--- src/rtl/uart_ram_dump_pkg.sv ---
// uart_ram_dump_pkg
// Shared definitions for the RAM dump UART.
// - Default clock and baud settings, common with uart_prog_input.
// - Bit-period helper.
// - FSM state encoding used by uart_ram_dump.
package uart_ram_dump_pkg;

  localparam int CLK_FREQ_DEF   = 25125000;
  localparam int BAUD_DEF       = 57600;
  localparam int ADDR_WIDTH_DEF = 11;
  localparam int GRANT_WAIT_DEF = 2;

  // Clock cycles per serial bit. The division truncates, and no fractional
  // correction is applied.
  function automatic int baud_div(input int clk_freq, input int baud);
    return clk_freq / baud;
  endfunction

  typedef enum logic [2:0] {
    IDLE = 3'd0,
    REQ  = 3'd1,
    ADDR = 3'd2,
    CAPT = 3'd3,
    SEND = 3'd4,
    NEXT = 3'd5,
    FIN  = 3'd6
  } dump_state_e;

endpackage

--- src/rtl/uart_ram_dump_tx_byte.sv ---
// uart_tx_byte
// Sends one byte as an 8N1 frame, LSB first. The start bit is driven on the
// cycle after load, and every bit is held for exactly BAUD_DIV cycles.
// Ports:
//   clk, reset   clock and synchronous active-high reset
//   load         accept data and begin a frame (ignored while tx_busy)
//   data[7:0]    byte to send, sampled on load
//   txd          serial output, idle high
//   tx_busy      a frame is in progress
//   tx_done      high on the last cycle of the stop bit
module uart_tx_byte #(
  parameter int BAUD_DIV = 436
) (
  input  logic       clk,
  input  logic       reset,
  input  logic       load,
  input  logic [7:0] data,
  output logic       txd,
  output logic       tx_busy,
  output logic       tx_done
);

  localparam int              CNT_W     = (BAUD_DIV > 1) ? $clog2(BAUD_DIV) : 1;
  localparam logic [CNT_W-1:0] BAUD_LAST = CNT_W'(BAUD_DIV - 1);
  localparam logic [CNT_W-1:0] BAUD_ZERO = {CNT_W{1'b0}};
  localparam logic [CNT_W-1:0] BAUD_ONE  = {{(CNT_W-1){1'b0}}, 1'b1};
  // Bit index 9 is the stop bit.
  localparam logic [3:0]       BIT_LAST  = 4'd9;

  logic [CNT_W-1:0] baud_cnt_r;
  logic [3:0]       bit_cnt_r;
  // Bits still to be sent after the one on txd. It holds {stop, d7..d0} at
  // load and back-fills with ones, so the stop bit arrives by shifting.
  logic [8:0]       shift_r;
  logic             txd_r;
  logic             busy_r;
  logic             bit_end_s;

  assign bit_end_s = busy_r && (baud_cnt_r == BAUD_LAST);

  // Frame sequencing: baud counter, bit counter and shift register.
  always_ff @(posedge clk) begin
    if (reset) begin
      baud_cnt_r <= BAUD_ZERO;
      bit_cnt_r  <= 4'd0;
      shift_r    <= 9'h1FF;
      txd_r      <= 1'b1;
      busy_r     <= 1'b0;
    end else if (load && !busy_r) begin
      baud_cnt_r <= BAUD_ZERO;
      bit_cnt_r  <= 4'd0;
      shift_r    <= {1'b1, data};
      txd_r      <= 1'b0;
      busy_r     <= 1'b1;
    end else if (bit_end_s) begin
      baud_cnt_r <= BAUD_ZERO;
      if (bit_cnt_r == BIT_LAST) begin
        bit_cnt_r <= 4'd0;
        shift_r   <= 9'h1FF;
        txd_r     <= 1'b1;
        busy_r    <= 1'b0;
      end else begin
        bit_cnt_r <= bit_cnt_r + 4'd1;
        shift_r   <= {1'b1, shift_r[8:1]};
        txd_r     <= shift_r[0];
        busy_r    <= 1'b1;
      end
    end else if (busy_r) begin
      baud_cnt_r <= baud_cnt_r + BAUD_ONE;
    end else begin
      baud_cnt_r <= BAUD_ZERO;
    end
  end

  assign txd     = txd_r;
  assign tx_busy = busy_r;
  assign tx_done = bit_end_s && (bit_cnt_r == BIT_LAST);

endmodule

--- src/rtl/uart_ram_dump.sv ---
// uart_ram_dump
// Streams a window of RAM out of serial_txd, one 8N1 byte at a time. For
// each byte it briefly takes the RAM read port (ask_for_ram), so CPU stalls
// last only GRANT_WAIT+2 cycles per byte.
// Ports:
//   clk          system clock (CLK_25M)
//   reset        synchronous, active-high reset
//   start        one-cycle pulse to begin a dump, accepted only when idle
//   base_addr    first RAM address, sampled on start
//   length       byte count 0 .. 2^ADDR_WIDTH, sampled on start
//   ask_for_ram  stall the CPU and take the RAM read port
//   ram_raddr    read address, meaningful while ask_for_ram is high
//   ram_rdata    RAM data, valid one cycle after ram_raddr
//   serial_txd   UART output, idle high
//   busy         dump in progress
//   done         one-cycle pulse at the end of a dump
module uart_ram_dump
  import uart_ram_dump_pkg::*;
#(
  parameter int CLK_FREQ   = CLK_FREQ_DEF,
  parameter int BAUD       = BAUD_DEF,
  parameter int ADDR_WIDTH = ADDR_WIDTH_DEF,
  parameter int GRANT_WAIT = GRANT_WAIT_DEF
) (
  input  logic                  clk,
  input  logic                  reset,
  input  logic                  start,
  input  logic [ADDR_WIDTH-1:0] base_addr,
  input  logic [ADDR_WIDTH:0]   length,
  output logic                  ask_for_ram,
  output logic [ADDR_WIDTH-1:0] ram_raddr,
  input  logic [7:0]            ram_rdata,
  output logic                  serial_txd,
  output logic                  busy,
  output logic                  done
);

  localparam int BAUD_DIV = baud_div(CLK_FREQ, BAUD);
  localparam int WAIT_W   = $clog2(GRANT_WAIT + 1);

  localparam logic [WAIT_W-1:0]     WAIT_LAST = WAIT_W'(GRANT_WAIT - 1);
  localparam logic [WAIT_W-1:0]     WAIT_ZERO = {WAIT_W{1'b0}};
  localparam logic [WAIT_W-1:0]     WAIT_ONE  = {{(WAIT_W-1){1'b0}}, 1'b1};
  localparam logic [ADDR_WIDTH-1:0] ADDR_ZERO = {ADDR_WIDTH{1'b0}};
  localparam logic [ADDR_WIDTH-1:0] ADDR_ONE  = {{(ADDR_WIDTH-1){1'b0}}, 1'b1};
  localparam logic [ADDR_WIDTH:0]   REM_ZERO  = {(ADDR_WIDTH+1){1'b0}};
  localparam logic [ADDR_WIDTH:0]   REM_ONE   = {{ADDR_WIDTH{1'b0}}, 1'b1};

  dump_state_e           state_r;
  dump_state_e           next_state_s;
  logic [ADDR_WIDTH-1:0] addr_r;
  logic [ADDR_WIDTH:0]   remaining_r;
  logic [WAIT_W-1:0]     wait_cnt_r;
  logic [ADDR_WIDTH-1:0] raddr_r;
  logic                  ask_r;
  logic                  busy_r;
  logic                  done_r;
  logic                  ask_s;
  logic                  busy_s;
  logic                  done_s;
  logic                  start_ok_s;
  logic                  tx_load_s;
  logic                  tx_txd_s;
  logic                  tx_busy_s;
  logic                  tx_done_s;

  // A start is only taken when idle and the transmitter has fully drained.
  assign start_ok_s = start && !tx_busy_s;

  // The byte is handed to the transmitter straight from the RAM data bus in
  // CAPT; the transmitter's shift register is the byte latch.
  assign tx_load_s = (state_r == CAPT);

  uart_tx_byte #(
    .BAUD_DIV (BAUD_DIV)
  ) u_tx (
    .clk     (clk),
    .reset   (reset),
    .load    (tx_load_s),
    .data    (ram_rdata),
    .txd     (tx_txd_s),
    .tx_busy (tx_busy_s),
    .tx_done (tx_done_s)
  );

  // State register plus registered outputs (decoded from the next state so
  // they line up with the state they describe).
  always_ff @(posedge clk) begin
    if (reset) begin
      state_r <= IDLE;
      ask_r   <= 1'b0;
      busy_r  <= 1'b0;
      done_r  <= 1'b0;
    end else begin
      state_r <= next_state_s;
      ask_r   <= ask_s;
      busy_r  <= busy_s;
      done_r  <= done_s;
    end
  end

  // Next-state logic.
  always_comb begin
    next_state_s = state_r;
    case (state_r)
      IDLE: begin
        if (start_ok_s) begin
          next_state_s = (length == REM_ZERO) ? FIN : REQ;
        end else begin
          next_state_s = IDLE;
        end
      end
      REQ: begin
        if (wait_cnt_r == WAIT_LAST) begin
          next_state_s = ADDR;
        end else begin
          next_state_s = REQ;
        end
      end
      ADDR: next_state_s = CAPT;
      CAPT: next_state_s = SEND;
      SEND: begin
        if (tx_done_s) begin
          next_state_s = NEXT;
        end else begin
          next_state_s = SEND;
        end
      end
      // remaining_r still holds the pre-decrement count here.
      NEXT: begin
        if (remaining_r == REM_ONE) begin
          next_state_s = FIN;
        end else begin
          next_state_s = REQ;
        end
      end
      FIN:     next_state_s = IDLE;
      default: next_state_s = IDLE;
    endcase
  end

  // Output decode from the next state, registered above.
  always_comb begin
    ask_s  = 1'b0;
    busy_s = 1'b1;
    done_s = 1'b0;
    case (next_state_s)
      IDLE: busy_s = 1'b0;
      REQ, ADDR, CAPT: ask_s = 1'b1;
      SEND, NEXT: ask_s = 1'b0;
      FIN: done_s = 1'b1;
      default: busy_s = 1'b0;
    endcase
  end

  // Address, byte count, grant wait counter and the read address register.
  always_ff @(posedge clk) begin
    if (reset) begin
      addr_r      <= ADDR_ZERO;
      remaining_r <= REM_ZERO;
      wait_cnt_r  <= WAIT_ZERO;
      raddr_r     <= ADDR_ZERO;
    end else begin
      case (state_r)
        IDLE: begin
          if (start_ok_s && (length != REM_ZERO)) begin
            addr_r      <= base_addr;
            remaining_r <= length;
          end else begin
            addr_r      <= addr_r;
            remaining_r <= remaining_r;
          end
        end
        // Address wraps naturally at 2^ADDR_WIDTH.
        NEXT: begin
          addr_r      <= addr_r + ADDR_ONE;
          remaining_r <= remaining_r - REM_ONE;
        end
        default: begin
          addr_r      <= addr_r;
          remaining_r <= remaining_r;
        end
      endcase

      if ((state_r == REQ) && (next_state_s == REQ)) begin
        wait_cnt_r <= wait_cnt_r + WAIT_ONE;
      end else begin
        wait_cnt_r <= WAIT_ZERO;
      end

      if (next_state_s == ADDR) begin
        raddr_r <= addr_r;
      end else begin
        raddr_r <= raddr_r;
      end
    end
  end

  assign ask_for_ram = ask_r;
  assign ram_raddr   = raddr_r;
  assign busy        = busy_r;
  assign done        = done_r;
  assign serial_txd  = tx_txd_s;

endmodule

--- config.mk ---
export PLATFORM = sky130hd
export DESIGN_NAME = uart_ram_dump
export DESIGN_NICKNAME = d
export VERILOG_FILES = /design/src/rtl/uart_ram_dump_pkg.sv /design/src/rtl/uart_ram_dump_tx_byte.sv /design/src/rtl/uart_ram_dump.sv
export SDC_FILE = /design/constraint.sdc
export NUM_CORES = 1
export LEC_CHECK = 0
export ABC_CLOCK_PERIOD_IN_PS = 2200
export CORE_MARGIN = 2
export CORE_UTILIZATION = 40
export CTS_CLUSTER_SIZE = 28
export DETAILED_ROUTE_END_ITERATION = 8
export SKIP_LAST_GASP = 1
export SLEW_MARGIN = 40
export SYNTH_ARGS = -nofsm -noshare
export SYNTH_HDL_FRONTEND = slang
export SYNTH_SLANG_ARGS = --single-unit
--- constraint.sdc ---
create_clock -name clk -period 2.2 [get_ports clk]
set_input_delay 0.44 -clock clk [delete_from_list [all_inputs] [get_ports clk]]
set_output_delay 0.44 -clock clk [all_outputs]
set_load 0.02 [all_outputs]
==> run metrics <==
outcome=complete, no violations; worst rel slew slack=64.2%; # DRC=0; ANT nets after route=0; Cell Count Post-Placement=530; Synth Area in Compound Gates=20.3%; 1st-iter DRT viols=roughly 110; die area=8420 µm²; Critical Path Start Type=input pin; Hold WC Path Type=register to register; Detail Placement HPWL=5250 µm; yosys warns=0; Core ar.=around 7400 µm²; register bit count reported by yosys=65; Hold Violations, Final=0; initial core utilization=41.8%; Hold Slack=441 ps; mux contribution to synthesized area=0.325%; Setup Skew=6.30 ps; GP Congestion=0.872; Tcrit/Tclk final=92.0%; Max Cap Viol=0; largest net degree at the start of global routing=25; required time worst endpoint=between 2000 and 2500 ps; Non-Filler Instances=546; Post-Synthesis Cells=377; R2R cell count=5; die height=approximately 92 µm; number of flops mapped to enable cells by yosys=0; most common cell after layout, fill and taps aside=dfxtp_1; layout cell share with drive strength beyond 1=a little over a tenth; postcts setup bufs=0; maximum vdd drop=0.000354 V; Total Wirelength=7430 µm; CTS sink count=65; CTS tree=done; setup_tns=0 ps; Pins Over Slew Limit=0; Tot Pwr=~2.7 mW; vias in the first global route=2714; xor and xnor fraction of the mapped netlist area=2.56%; minimum clock period=~2000 ps; Sequential Area=~1300 µm²; # port buffers=48; routed len/inst=13.6 µm; hold path depth=1; Netlist cell types=55; gr ovfl total=0; Power Density=678 nW/µm²; Max clock buf depth=2; Crit Path Class=input pin to register; vias per cell=5.29; antenna diode count=0; filler cell count=between 700 and 800; Worst-Skew Late Latency=approximately 330 ps; root buf cell=clkbuf_8; CP endpoint kind=register; global-route wire length before repair=12700 µm; Worst-path clk slew=approximately 70 ps; RSZ-0062 raised after global routing=false; All-Layer GR Usage=18.4%; Core Util, Final=between 50% and 60%; fmax=494 MHz; Area growth syn-to-layout=31.3%; most frequent cells in the layout=dfxtp_1 (65), nor2_1 (53), clkdlybuf4s50_1 (47), nand2_1 (42), a21oi_1 (38); largest family of logic cells by synthesized area=simple AND/OR/NAND/NOR gates; Post-Synth Simple-Gate Area=29.0%; row cnt=31; htree depth=3; Lkg Pwr=1.50 nW; Syn Area/Cell=a little over 8 µm²; CP Data Arrival Time=2280 ps; multi-input logic area=roughly 1700 µm²; DR pass1 iterations=4; Syn Nets=416; Post-synth ARST share=0%; Critical Path Fanout Max=6; nets@finish=481; sequential area share after synthesis=42.2%; total CTS buffers=9; initial antenna violation count=0; Boundary Pins=49; synthesized area=3080 µm²; # setup viols final=0; Synth Area in Adders=under 10%; Die W=91.8 µm; routed vias=2889; worst slew pin tran=533 ps; Primary FF master, synth=dfxtp_1
[sequential cells by signal, indices dropped and copies added (netlist names)]
register and flops:
u_tx.txd 1, u_tx.shift_r 8, ask_for_ram 1, remaining_r 12
state_r 3, u_tx.tx_busy 1, wait_cnt_r 2, u_tx.baud_cnt_r 9
ram_raddr 11, addr_r 11, busy 1, done 1
u_tx.bit_cnt_r 4
[report_power, final]
| part | internal [mW] | switching, mW | total, mW |
|---|---|---|---|
| registers | 1.22 | 0.0485 | 1.27 |
| clock network | 0.703 | 0.433 | 1.14 |
| logic | 0.175 | 0.160 | 0.335 |
[what timing repair did]
item                                    4_1_cts  5_1_grt
endpoints found under the setup margin        0        1
hold buffers                                  0        0
resized for setup                             0        1
[critical path, stage by stage]
cell	delay, ps
clkdlybuf4s50_1	430
nor4_1	400
nand3_1	200
buf_4	180
a21oi_1	190
buf_4	180
o21ai_0	90
a31oi_1	170
[cells in the mapped netlist (6+ instances only)]
cell type	count	area, µm²
nand2_1	42	158
o21ai_0	16	80.1
a211o_1	7	61.3
nor3_1	12	60.1
buf_2	6	30.0
xnor2_1	6	52.6
nor4_1	7	43.8
a211oi_1	10	75.1
a31oi_1	9	56.3
clkbuf_1	16	60.1
nor2_1	53	199
and3_1	10	62.6
nand3_1	10	50.1
a21oi_1	38	190
dfxtp_1	65	1300
[cells by family after synthesis]
group	count (synthesis)
simple gates	170
compound gates	100
flops	65
buf+inv	27
xor+xnor	9
fa+ha+maj	5
mux	1
[path summary, 6_finish.rpt]
check / to / slack (ps) / startpoint
min: u_tx.baud_cnt_r[0] / 440 / u_tx.baud_cnt_r[0]
max: addr_r[6] / 180 / length[7]
max reg2reg: done / 300 / remaining_r[4]
min reg2reg: u_tx.baud_cnt_r[0] / 440 / u_tx.baud_cnt_r[0]
[routing by layer]
| layer | vias up | part of all wire [%] | track usage, % |
|---|---|---|---|
| li1 | 1487 | - | - |
| met1 | 1335 | 48 | 23.8 |
| met2 | 59 | 47 | 29.8 |
| met3 | 8 | 4.3 | 4.44 |
| met4 | 0 | 1.3 | 6.97 |
| met5 | - | 0 | 0 |
[per-stage QoR]
step / cell area, µm² / worst slack (ps)
after floorplan: 3080 / 447
after global placement: 3820 / -98.5
after detailed placement: 3820 / -147
after CTS: 4040 / 198
after global routing: 4050 / 40.5
final: 4050 / 175
[cell type report]
class                      instances  share of cell area (%)
timing repair buffer              76                    17.3
tap                               99                    3.06
inverter                           5                   0.464
multi-input combinational        285                    41.5
clock buffer                      14                    4.02
clock inverter                     2                    1.48
sequential                        65                    32.2
(Power assumes the default switching activity.)
